$ cat config.mk
export PLATFORM = sky130hd
export DESIGN_NAME = adder_serial_nbit_flat
export DESIGN_NICKNAME = d
export VERILOG_FILES = /design/src/rtl/adder_serial_nbit_pkg.sv /design/src/rtl/adder_serial_nbit_if.sv /design/src/rtl/adder_serial_nbit_digit_adder.sv /design/src/rtl/adder_serial_nbit.sv /design/src/flat_wrapper.sv
export SDC_FILE = /design/constraint.sdc
export NUM_CORES = 1
export LEC_CHECK = 0
export CAP_MARGIN = 15
export CORE_MARGIN = 5
export CORE_UTILIZATION = 32
export DETAILED_ROUTE_END_ITERATION = 16
export MAX_ROUTING_LAYER = met4
export SLEW_MARGIN = 20
export SYNTH_ARGS = -nofsm -noshare
export SYNTH_HDL_FRONTEND = slang
export SYNTH_SLANG_ARGS = --single-unit
$ cat constraint.sdc
create_clock -name clk -period 2.1 [get_ports clk]
set_input_delay 0.21 -clock clk [delete_from_list [all_inputs] [get_ports clk]]
set_output_delay 0.21 -clock clk [all_outputs]
set_load 0.005 [all_outputs]
$ cat src/rtl/adder_serial_nbit_pkg.sv
// Shared definitions for the digit-serial adder/subtractor.
//   state_t   : FSM state encoding (IDLE, RUN, DONE)
//   cnt_width : digit counter width for a given digit count, never below 1
package adder_serial_nbit_pkg;

  typedef enum logic [1:0] {
    IDLE = 2'd0,
    RUN  = 2'd1,
    DONE = 2'd2
  } state_t;

  localparam int WIDTH_DEF = 8;
  localparam int DIGIT_DEF = 2;

  function automatic int ndig_of(input int width, input int digit);
    return width / digit;
  endfunction

  function automatic int cnt_width(input int ndig);
    return (ndig <= 1) ? 1 : $clog2(ndig);
  endfunction

endpackage

$ cat src/rtl/adder_serial_nbit_if.sv
// Operation handshake and data bundle for adder_serial_nbit.
//   master : issues start/sub/a/b/c_in, observes busy/done/s/c_out/ovf
//   slave  : the adder itself
interface adder_serial_nbit_if #(
  parameter int WIDTH = 8
);
  logic             start;
  logic             sub;
  logic [WIDTH-1:0] a;
  logic [WIDTH-1:0] b;
  logic             c_in;
  logic             busy;
  logic             done;
  logic [WIDTH-1:0] s;
  logic             c_out;
  logic             ovf;

  modport master (
    output start, sub, a, b, c_in,
    input  busy, done, s, c_out, ovf
  );

  modport slave (
    input  start, sub, a, b, c_in,
    output busy, done, s, c_out, ovf
  );
endinterface

$ cat src/rtl/adder_serial_nbit_digit_adder.sv
// One digit of the serial adder: a DIGIT-bit ripple chain of 1-bit full adders.
//   x, y      : digit operands
//   c_in      : carry into bit 0
//   s         : digit sum
//   c_out     : carry out of the top bit
//   c_msb_in  : carry into the top bit (for signed overflow detection)
module full_adder_1bit (
  input  logic x,
  input  logic y,
  input  logic c_in,
  output logic s,
  output logic c_out
);
  assign s     = x ^ y ^ c_in;
  assign c_out = (x & y) | (c_in & (x ^ y));
endmodule

module digit_adder #(
  parameter int DIGIT = 2
) (
  input  logic [DIGIT-1:0] x,
  input  logic [DIGIT-1:0] y,
  input  logic             c_in,
  output logic [DIGIT-1:0] s,
  output logic             c_out,
  output logic             c_msb_in
);
  logic [DIGIT:0] c;

  assign c[0] = c_in;

  for (genvar i = 0; i < DIGIT; i++) begin : g_fa
    full_adder_1bit u_fa (
      .x     (x[i]),
      .y     (y[i]),
      .c_in  (c[i]),
      .s     (s[i]),
      .c_out (c[i+1])
    );
  end

  assign c_out    = c[DIGIT];
  assign c_msb_in = c[DIGIT-1];
endmodule

$ cat src/rtl/adder_serial_nbit.sv
// Digit-serial adder/subtractor: DIGIT bits per clock, WIDTH/DIGIT RUN cycles
// per operation, start/busy/done handshake, registered s/c_out/ovf.
//   clk : system clock (rising edge)
//   rst : synchronous active-high reset
//   io  : adder_serial_nbit_if.slave (start, sub, a, b, c_in -> busy, done, s, c_out, ovf)
//
// state | meaning
// IDLE  | waiting for start; results hold
// RUN   | one digit added per cycle, NDIG cycles
// DONE  | done pulse; start here begins the next operation immediately
module adder_serial_nbit
  import adder_serial_nbit_pkg::*;
#(
  parameter int WIDTH = WIDTH_DEF,
  parameter int DIGIT = DIGIT_DEF
) (
  input logic               clk,
  input logic               rst,
  adder_serial_nbit_if.slave io
);
  localparam int NDIG  = ndig_of(WIDTH, DIGIT);
  localparam int CNT_W = cnt_width(NDIG);

  state_t             state, state_nxt;
  logic [WIDTH-1:0]   a_sr, b_sr, r_sr, r_nxt;
  logic [WIDTH+DIGIT-1:0] r_cat;
  logic               carry;
  logic [CNT_W-1:0]   cnt;
  logic [WIDTH-1:0]   s_q;
  logic               c_out_q, ovf_q;
  logic [DIGIT-1:0]   d_sum;
  logic               d_cout, d_cmsb;
  logic               accept, last;

  digit_adder #(.DIGIT(DIGIT)) u_digit (
    .x        (a_sr[DIGIT-1:0]),
    .y        (b_sr[DIGIT-1:0]),
    .c_in     (carry),
    .s        (d_sum),
    .c_out    (d_cout),
    .c_msb_in (d_cmsb)
  );

  // New digit enters at the top; the concatenation keeps DIGIT == WIDTH legal.
  assign r_cat = {d_sum, r_sr} >> DIGIT;
  assign r_nxt = r_cat[WIDTH-1:0];

  assign accept = io.start && (state != RUN);
  assign last   = (cnt == CNT_W'(NDIG - 1));

  always_comb begin
    state_nxt = state;
    case (state)
      IDLE:    if (io.start) state_nxt = RUN;
      RUN:     if (last)     state_nxt = DONE;
      DONE:    state_nxt = io.start ? RUN : IDLE;
      default: state_nxt = IDLE;
    endcase
  end

  always_ff @(posedge clk) begin
    if (rst) begin
      state   <= IDLE;
      cnt     <= '0;
      a_sr    <= '0;
      b_sr    <= '0;
      r_sr    <= '0;
      carry   <= 1'b0;
      s_q     <= '0;
      c_out_q <= 1'b0;
      ovf_q   <= 1'b0;
    end else begin
      state <= state_nxt;
      if (accept) begin
        // Subtraction is a + ~b + ~borrow, so the inversions happen once here.
        a_sr  <= io.a;
        b_sr  <= io.sub ? ~io.b : io.b;
        carry <= io.c_in ^ io.sub;
        cnt   <= '0;
      end else if (state == RUN) begin
        a_sr  <= a_sr >> DIGIT;
        b_sr  <= b_sr >> DIGIT;
        carry <= d_cout;
        r_sr  <= r_nxt;
        cnt   <= cnt + CNT_W'(1);
        if (last) begin
          s_q     <= r_nxt;
          c_out_q <= d_cout;
          ovf_q   <= d_cout ^ d_cmsb;
        end
      end
    end
  end

  assign io.busy  = (state == RUN);
  assign io.done  = (state == DONE);
  assign io.s     = s_q;
  assign io.c_out = c_out_q;
  assign io.ovf   = ovf_q;
endmodule

$ cat src/flat_wrapper.sv
// flat-port wrapper written by rule: the top's interface ports become plain ports
module adder_serial_nbit_flat import adder_serial_nbit_pkg::*;
#(
  parameter int WIDTH = WIDTH_DEF,
  parameter int DIGIT = DIGIT_DEF
)
  (clk, rst, io_start, io_sub, io_a, io_b, io_c_in, io_busy, io_done, io_s, io_c_out, io_ovf);
  adder_serial_nbit_if #(.WIDTH(WIDTH)) io_i ();
  input logic clk;
  input logic rst;
  input wire logic [$bits(io_i.start)-1:0] io_start;
  input wire logic [$bits(io_i.sub)-1:0] io_sub;
  input wire logic [$bits(io_i.a)-1:0] io_a;
  input wire logic [$bits(io_i.b)-1:0] io_b;
  input wire logic [$bits(io_i.c_in)-1:0] io_c_in;
  output wire logic [$bits(io_i.busy)-1:0] io_busy;
  output wire logic [$bits(io_i.done)-1:0] io_done;
  output wire logic [$bits(io_i.s)-1:0] io_s;
  output wire logic [$bits(io_i.c_out)-1:0] io_c_out;
  output wire logic [$bits(io_i.ovf)-1:0] io_ovf;
  assign io_i.start = io_start;
  assign io_i.sub = io_sub;
  assign io_i.a = io_a;
  assign io_i.b = io_b;
  assign io_i.c_in = io_c_in;
  assign io_busy = io_i.busy;
  assign io_done = io_i.done;
  assign io_s = io_i.s;
  assign io_c_out = io_i.c_out;
  assign io_ovf = io_i.ovf;
  adder_serial_nbit #(.WIDTH(WIDTH), .DIGIT(DIGIT)) u_core (.clk(clk), .rst(rst), .io(io_i));
endmodule
==> results.json <==
{
  "p_per_area_nw_per_um2": 703,
  "synth_seq_cells": 37,
  "hpwlAfterDp_um": 2270,
  "ys_types": 25,
  "fin_total_pwr_mw": 1.47,
  "clk_root_buffer_cell": "clkbuf_8",
  "period_share_pct": 84.2,
  "path_clk_slew_ns": 0.07,
  "min_from": "u_core.io.s[4]",
  "layout-drive-gt1-share_pct": 8.02,
  "fillers": 523,
  "vias": 1256,
  "fin_crit_ns": 1.77,
  "clkLatencyLatePin_ns": 0.28,
  "cts_setup_buffers": 0,
  "synth_top_area_cell": "dfxtp_1",
  "drv_cap": 0,
  "power.switching_uw": 352,
  "p_leak_nw": 0.762,
  "hold_buffers": 0,
  "critPathArrivalTime_ns": 1.96,
  "ys_top_cells_by_area": "dfxtp_1, nand2_1, a21oi_1",
  "cts_buffers": 5,
  "rows": 25,
  "slew_headroom_pct": 61.5,
  "synth_ff_type": "dfxtp_1",
  "crit_type": "flop to flop",
  "yosysMostFrequentCell": "dfxtp_1",
  "grt_pass1_wl_um": 5580,
  "synthCells": 180,
  "syn_area_um2": 1620,
  "dpl_cell_area_um2": 2000,
  "rrSetupSlack_ns": 0.33,
  "via_per_inst": 4.50,
  "r2r_end": "u_core.io.ovf",
  "grt_usage_pct": 11.4,
  "start_kind": "flop",
  "min_path_cells": 2,
  "grt_max_degree": 30,
  "wl_um": 3210,
  "syn2layout_area_growth_pct": 29.0,
  "ys_top_cells_by_count": "dfxtp_1, nand2_1, nor2_1",
  "reg2reg_from": "u_core.b_sr[0]",
  "pwr-share-clk_pct": 33.1,
  "fin_area_um2": 2090,
  "yosysWarnings": 0,
  "core-area_um2": 4820,
  "die-area_um2": 6580,
  "clockBufferDepth": 2,
  "crit_path_end_kind": "flop",
  "hold_viol": 0,
  "async_flop_share_pct": 0,
  "avgRoutedWirePerCell_um": 11.5,
  "tightest_slew_ns": 0.576,
  "ff2ff_path_depth": 5,
  "place_congestion": 0.707,
  "antenna_found_initial": 0,
  "timing.fmax_mhz": 565,
  "cts_sinks": 37,
  "cts_resized": 0,
  "avgSynthCellArea_um2": 8.99,
  "synth_top_cell_area_share_pct": 45.7,
  "dieWidth_um": 81.1,
  "initialDrtViolationCount": 26,
  "crit_path_start": "u_core.b_sr[0]",
  "num_antenna_cells": 0,
  "maxSlewViolCount": 0,
  "grt_pass1_vias": 1233,
  "p_int_mw": 1.12,
  "cts_max_level": 2,
  "io_buffer_count": 32,
  "hp-class": "flop to flop",
  "combPwrFrac_pct": 15.1,
  "finalSetupTns_ns": 0,
  "rsz0062_at_grt": "no",
  "overflow": 0,
  "cp.required_ns": 2.29,
  "cp_max_fo": 3,
  "sw_frac_of_total_pct": 24.0,
  "initial_core_util_pct": 33.6,
  "crit_end": "u_core.io.ovf",
  "ir_drop_mv": 0.277,
  "ios": 33,
  "synth_nets": 204,
  "pwr-share-seq_pct": 51.8,
  "setup_viol": 0,
  "die_h_um": 81.1,
  "fin_nets": 236,
  "ant_nets": 0,
  "clock_skew_ns": 0.00422,
  "drt_pre_antenna_iters": 4,
  "outcome": "finished clean",
  "postLayoutCoreUtil_pct": 43.4,
  "yosysSeqAreaShare_pct": 45.7,
  "cts_tree": "done",
  "drcViolationCount": 0,
  "synth_edf_count": 0
}
==> registers in the layout (all words and copies together) (netlist names) <==
name,cells
u_core.state,2
u_core.a_sr,8
u_core.carry,1
u_core.cnt,2
u_core.r_sr,6
u_core.io.c_out,1
u_core.io.s,8
u_core.b_sr,8
u_core.io.ovf,1
==> cell usage in the layout, fill, tap and decap left out, types with 8 or more instances in the layout <==
cell type and instances:
a211oi_1 12, a21oi_1 18, clkdlybuf4s50_1 32, xnor2_1 10, dfxtp_1 37, mux2i_1 8
nor2_1 23, nand2_1 27
==> per-stage QoR <==
step                setup WS, ns  hold slack (ns)  std cells
finish                     0.331            0.453        279
global route               0.201            0.485        279
CTS                        0.297            0.453        279
detailed placement         0.313            0.446        272
global placement           0.411            0.444        272
floorplan                  0.442            0.405        180
==> critical path: stages (launching register included) <==
cell and delay, ns:
dfxtp_1 0.33, inv_1 0.06, fa_1 0.47, fa_1 0.45
xnor2_1 0.15, a211oi_1 0.23
==> per-layer routing <==
layer,vias to the layer above,part of all wire (%),track usage [%]
li1,667,-,-
met1,561,47,12.7
met2,24,46,18.7
met3,4,4.4,2.99
met4,0,1.8,5.57
met5,-,0,-
==> kinds of logic after synthesis <==
logic type | synth area share [%]
AND/OR/NAND/NOR | 16.0
AO/OA/AOI/OAI | 17.7
flip-flops | 45.7
buffers and inverters | 6.95
XOR/XNOR | 5.41
multiplexers | 4.95
adder cells (fa/ha/maj) | 3.25
==> cell type report <==
cell class / count / area (um^2) / share of cell area [%]
Clock buffer: 7 / 86.3 / 4.13
Sequential cell: 37 / 741 / 35.5
Tap cell: 67 / 83.8 / 4.01
Multi-Input combinational cell: 122 / 766 / 36.7
Inverter: 7 / 26.3 / 1.26
Timing Repair Buffer: 39 / 385 / 18.5
==> how the worst min path moves through the flow <==
| stage | endpoint |
|---|---|
| after floorplan | u_core.a_sr[6] |
| after global placement | u_core.io.s[2] |
| after detailed placement | u_core.b_sr[3] |
| after CTS | u_core.b_sr[1] |
| after global routing | u_core.io.s[0] |
| final | u_core.io.s[4] |
==> power groups by stage <==
stage               Combinational (mW)  Sequential (mW)  Clock (mW)
CTS                              0.225            0.761       0.510
global route                     0.249            0.767       0.541
floorplan                        0.151            0.771           0
detailed placement               0.224            0.776           0
global placement                 0.223            0.776           0
finish                           0.221            0.761       0.486
(Power assumes the default switching activity.)
==> patch 1 (same flow settings) <==
The 3 states of `state_t` get a one-hot encoding in 3 bits.
--- a/src/rtl/adder_serial_nbit_pkg.sv
+++ b/src/rtl/adder_serial_nbit_pkg.sv
@@ -3,10 +3,10 @@
 //   cnt_width : digit counter width for a given digit count, never below 1
 package adder_serial_nbit_pkg;
 
-  typedef enum logic [1:0] {
-    IDLE = 2'd0,
-    RUN  = 2'd1,
-    DONE = 2'd2
+  typedef enum logic [2:0] {
+    IDLE = 3'b001,
+    RUN  = 3'b010,
+    DONE = 3'b100
   } state_t;
 
   localparam int WIDTH_DEF = 8;
Behaviour: no difference found for any inputs over 10 cycles, from zero or initial values and one cycle with rst high; not proved beyond that.
==> patch 1 against the unedited design <==
Synthesized cell count fell by 2.8%. Synthesized area rose by 6.8%. Sequential power rose by 0.8%. Total power rose by 6.0%. Sequential cell count rose by 1. Largest cell class unchanged. Clock skew rose by 0.0036 ns. Critical path depth fell by 2. Highest routed layer unchanged. Die area rose by 6.0%. Count of clock-buffer cells in the layout fell by 2. Routed wire length rose by 5.4%. Final area rose by 4.9%. Worst setup slack got worse by 0.10 ns. Sequential share of layout area fell by 0.75 points.
==> patch 1: results <==
export IMPL_status="completed"
export IMPL_gr_usage_met2_pct=16.25
export IMPL_hpwl_mm=2.378
export IMPL_fin_setup_tns_ns=0
export IMPL_ctsHtreeMaxLevel=2
export IMPL_grt_pass1_vias=1221
export IMPL_num_fill_cells=517
export IMPL_clockBufferDepth=2
export IMPL_clk_pin_slew_ns=0.07
export IMPL_io_buffer_count=32
export IMPL_synthTopCellsByCount="dfxtp_1 (38), nor2_1 (28), nand2_1 (15)"
export IMPL_ys_types=35
export IMPL_seq_area_frac_synth_pct=43.99
export IMPL_dp_cells=269
export IMPL_tightestPinTransition_ns=0.5662
export IMPL_cts_buffers=5
export IMPL_avgSynthCellArea_um2=9.881
export IMPL_synth_area_top_cells="dfxtp_1 (44%), mux2i_1 (8.1%), nor2_1 (6.1%)"
export IMPL_insertedDiodeCount=0
export IMPL_drive_above_1_share_pct=13.53
export IMPL_antenna_found_initial=0
export IMPL_cts_root_buffer="clkbuf_8"
export IMPL_grt_pass1_wl_mm=5.595
export IMPL_fin_cells=277
export IMPL_cts_post_setup_buffers_inserted=0
export IMPL_p_leak_uw=0.0007950
export IMPL_gr_usage_all_layers_pct=10.33
export IMPL_maxCapViolCount=0
export IMPL_fin_nets=230
export IMPL_vias=1260
export IMPL_fin_skew_ns=0.007820
export IMPL_gp_congestion=0.6921
export IMPL_grt_ovfl_total=0
export IMPL_met1_usage_pct=12.30
export IMPL_vdd_drop_max_mv=0.5798
export IMPL_hold_class="flop to flop"
export IMPL_async_reset_ff_share_pct=0
export IMPL_synth_nets=199
export IMPL_yosysWarningCount=0
export IMPL_worst_skew_pair_late_latency_ns=0.29
export IMPL_arrival_ns=1.66
export IMPL_routed_wl_mm=3.379
export IMPL_drt_pass1_iterations=4
export IMPL_place_area_um2=2082
export IMPL_grt_start_max_net_pins=30
export IMPL_grt_use_met3_pct=2.764
export IMPL_post_cts_resized=0
export IMPL_drt_iter0_drc=66
export IMPL_cp_max_fo=6
patch 1: changes by cell type after synthesis, sizes merged, moves of 5 or more:
cell	before	now
a21oi	18	11
mux2i	8	14
nand2	27	15
nor2	23	28
patch 1: through the flow:
stage / hold WS (ns) / setup WS [ns]
after floorplan: 0.3987 / 0.4257
after global placement: 0.4382 / 0.3750
after detailed placement: 0.4480 / 0.3590
after CTS: 0.4570 / 0.2095
after global routing: 0.4777 / 0.1454
final: 0.4533 / 0.2304
patch 1: logic make-up after synthesis:
kind of cell,share of synthesized area [%]
and+or+nand+nor,14.76
AOI/OAI and AO/OA,17.00
buffers and inverters,7.380
DFF,43.99
xor gates and xnor gates,5.065
muxes,8.755
adders and majority gates,3.039
patch 1: area by class of cell:
class | instances | area [um2] | share of cell area, %
multi-input cells | 117 | 840.8 | 38.38
flip-flops and latches | 38 | 760.7 | 34.72
repair buffers | 38 | 365.4 | 16.68
well taps | 70 | 87.58 | 3.998
clock buffers | 5 | 68.82 | 3.141
clock inverters | 3 | 40.04 | 1.828
inverters | 6 | 27.53 | 1.256
patch 1: report_power, final:
part / total (uW) / switching (uW) / internal [uW]
clock network: 596 / 247 / 349
logic: 192 / 86.6 / 105
registers: 767 / 16.0 / 751
total: 1550 / 349 / 1210
patch 1: critical path, cell delays in order (launching register included):
cell	delay (ns)
dfxtp_1	0.39
or3b_4	0.44
clkinv_4	0.06
clkdlybuf4s50_1	0.49
patch 1: final timing paths:
check | startpoint | to | slack (ns) | depth (start not counted)
worst min-delay path | u_core.b_sr[5] | u_core.b_sr[3] | 0.45 | 2
worst max-delay path | u_core.state[1] | io_busy | 0.23 | 3
worst max register to register | u_core.b_sr[0] | u_core.io.ovf | 0.35 | 5
worst min register to register | u_core.b_sr[5] | u_core.b_sr[3] | 0.45 | 2
patch 1: per-layer routing:
layer  vias up  wire (um)
met5         -          0
met2        29       1522
met4         0         50
met3         5        173
met1       566       1633
li1        660          -
==> patch 2 (same flow settings) <==
Made on the original files. Set the package constant `DIGIT_DEF` to 1 (it was 2).
--- a/src/rtl/adder_serial_nbit_pkg.sv
+++ b/src/rtl/adder_serial_nbit_pkg.sv
@@ -10,7 +10,7 @@
   } state_t;
 
   localparam int WIDTH_DEF = 8;
-  localparam int DIGIT_DEF = 2;
+  localparam int DIGIT_DEF = 1;
 
   function automatic int ndig_of(input int width, input int digit);
     return width / digit;
Check against the original RTL: not equivalent (Yosys sat finds a counterexample within 10 cycles, from zero or initial values and one cycle with rst high).
==> patch 2 against the unedited design <==
Synthesized area is 4.3% higher. Count of clock-buffer cells in the layout down 2. Clock skew increased by 0.00097 ns. Sequential power is 4.6% higher. Core utilization is 1.8 points lower. Sequential cell count up 2. Worst setup slack gained 0.14 ns. Register-to-register slack gained 0.32 ns. Maximum frequency grew 8.7%. Final area grew 1.6%. Total power grew 0.86%. Routed wire length grew 1.2%.
==> patch 2: results <==
export IMPL_seq_area_frac_synth_pct=46.22
export IMPL_status="completed"
export IMPL_endpoint="io_busy"
export IMPL_place_area_um2=2038
export IMPL_synth_nets=216
export IMPL_arrival_ns=1.42
export IMPL_dp_cells=283
export IMPL_wl_met1_mm=1.526
export IMPL_wl_met2_mm=1.549
export IMPL_path_delay_family="buffers and inverters"
export IMPL_vdd_drop_max_mv=0.4096
export IMPL_viasPerCell=4.684
export IMPL_fin_skew_ns=0.005188
export IMPL_num_fill_cells=543
export IMPL_grt_pass1_vias=1222
export IMPL_drive_above_1_share_pct=8.597
export IMPL_hpwl_mm=2.196
export IMPL_rrSetupSlack_ns=0.65
export IMPL_grt_use_met3_pct=2.603
export IMPL_worstHoldStart="u_core.io.s[0]"
export IMPL_synth_area_top_cells="dfxtp_1 (46%), nand2_1 (9.3%), a21oi_1 (6.5%)"
export IMPL_grt_pass1_wl_mm=5.402
export IMPL_fin_nets=244
export IMPL_fin_cells=291
export IMPL_pwr_density_cell_nw_per_um2=697.4
export IMPL_whs_ns=0.4549
export IMPL_wl_met3_um=148
export IMPL_grt_start_max_net_pins=40
export IMPL_routed_wl_mm=3.243
export IMPL_avgSynthCellArea_um2=8.798
export IMPL_tightestPinTransition_ns=0.5081
export IMPL_met1_usage_pct=13.16
export IMPL_ys_types=24
patch 2: changes by cell type after synthesis, moves of 3 or more:
cell      before  now
a211oi_1      12    8
a21oi_1       18   22
a21oi_2        0    5
buf_1          3    0
inv_1          6    1
nand2_1       27   42
nor2_1        23   19
patch 2: kinds of logic (layout without fill, tap and decap cells):
logic type	after synthesis	count (layout)	share of synthesized area, %
AOI/OAI and AO/OA	45	45	18.22
xor gates and xnor gates	10	10	5.185
adders and majority gates	3	3	2.666
and+or+nand+nor	70	70	17.26
muxes	8	8	4.741
DFF	39	39	46.22
buffers and inverters	17	46	5.703
patch 2: final cells by class:
class / instances / area share (%)
timing repair buffer: 36 / 16.51
sequential: 39 / 36.79
inverter: 2 / 0.3538
clock buffer: 5 / 3.243
tap: 70 / 4.127
clock inverter: 3 / 0.7075
multi-input combinational: 136 / 38.27
patch 2: power by group:
group          total, uW  switching (uW)  internal [uW]
clock                479             252            227
sequential           796            21.8            775
combinational        204            98.8            105
total               1480             372           1110
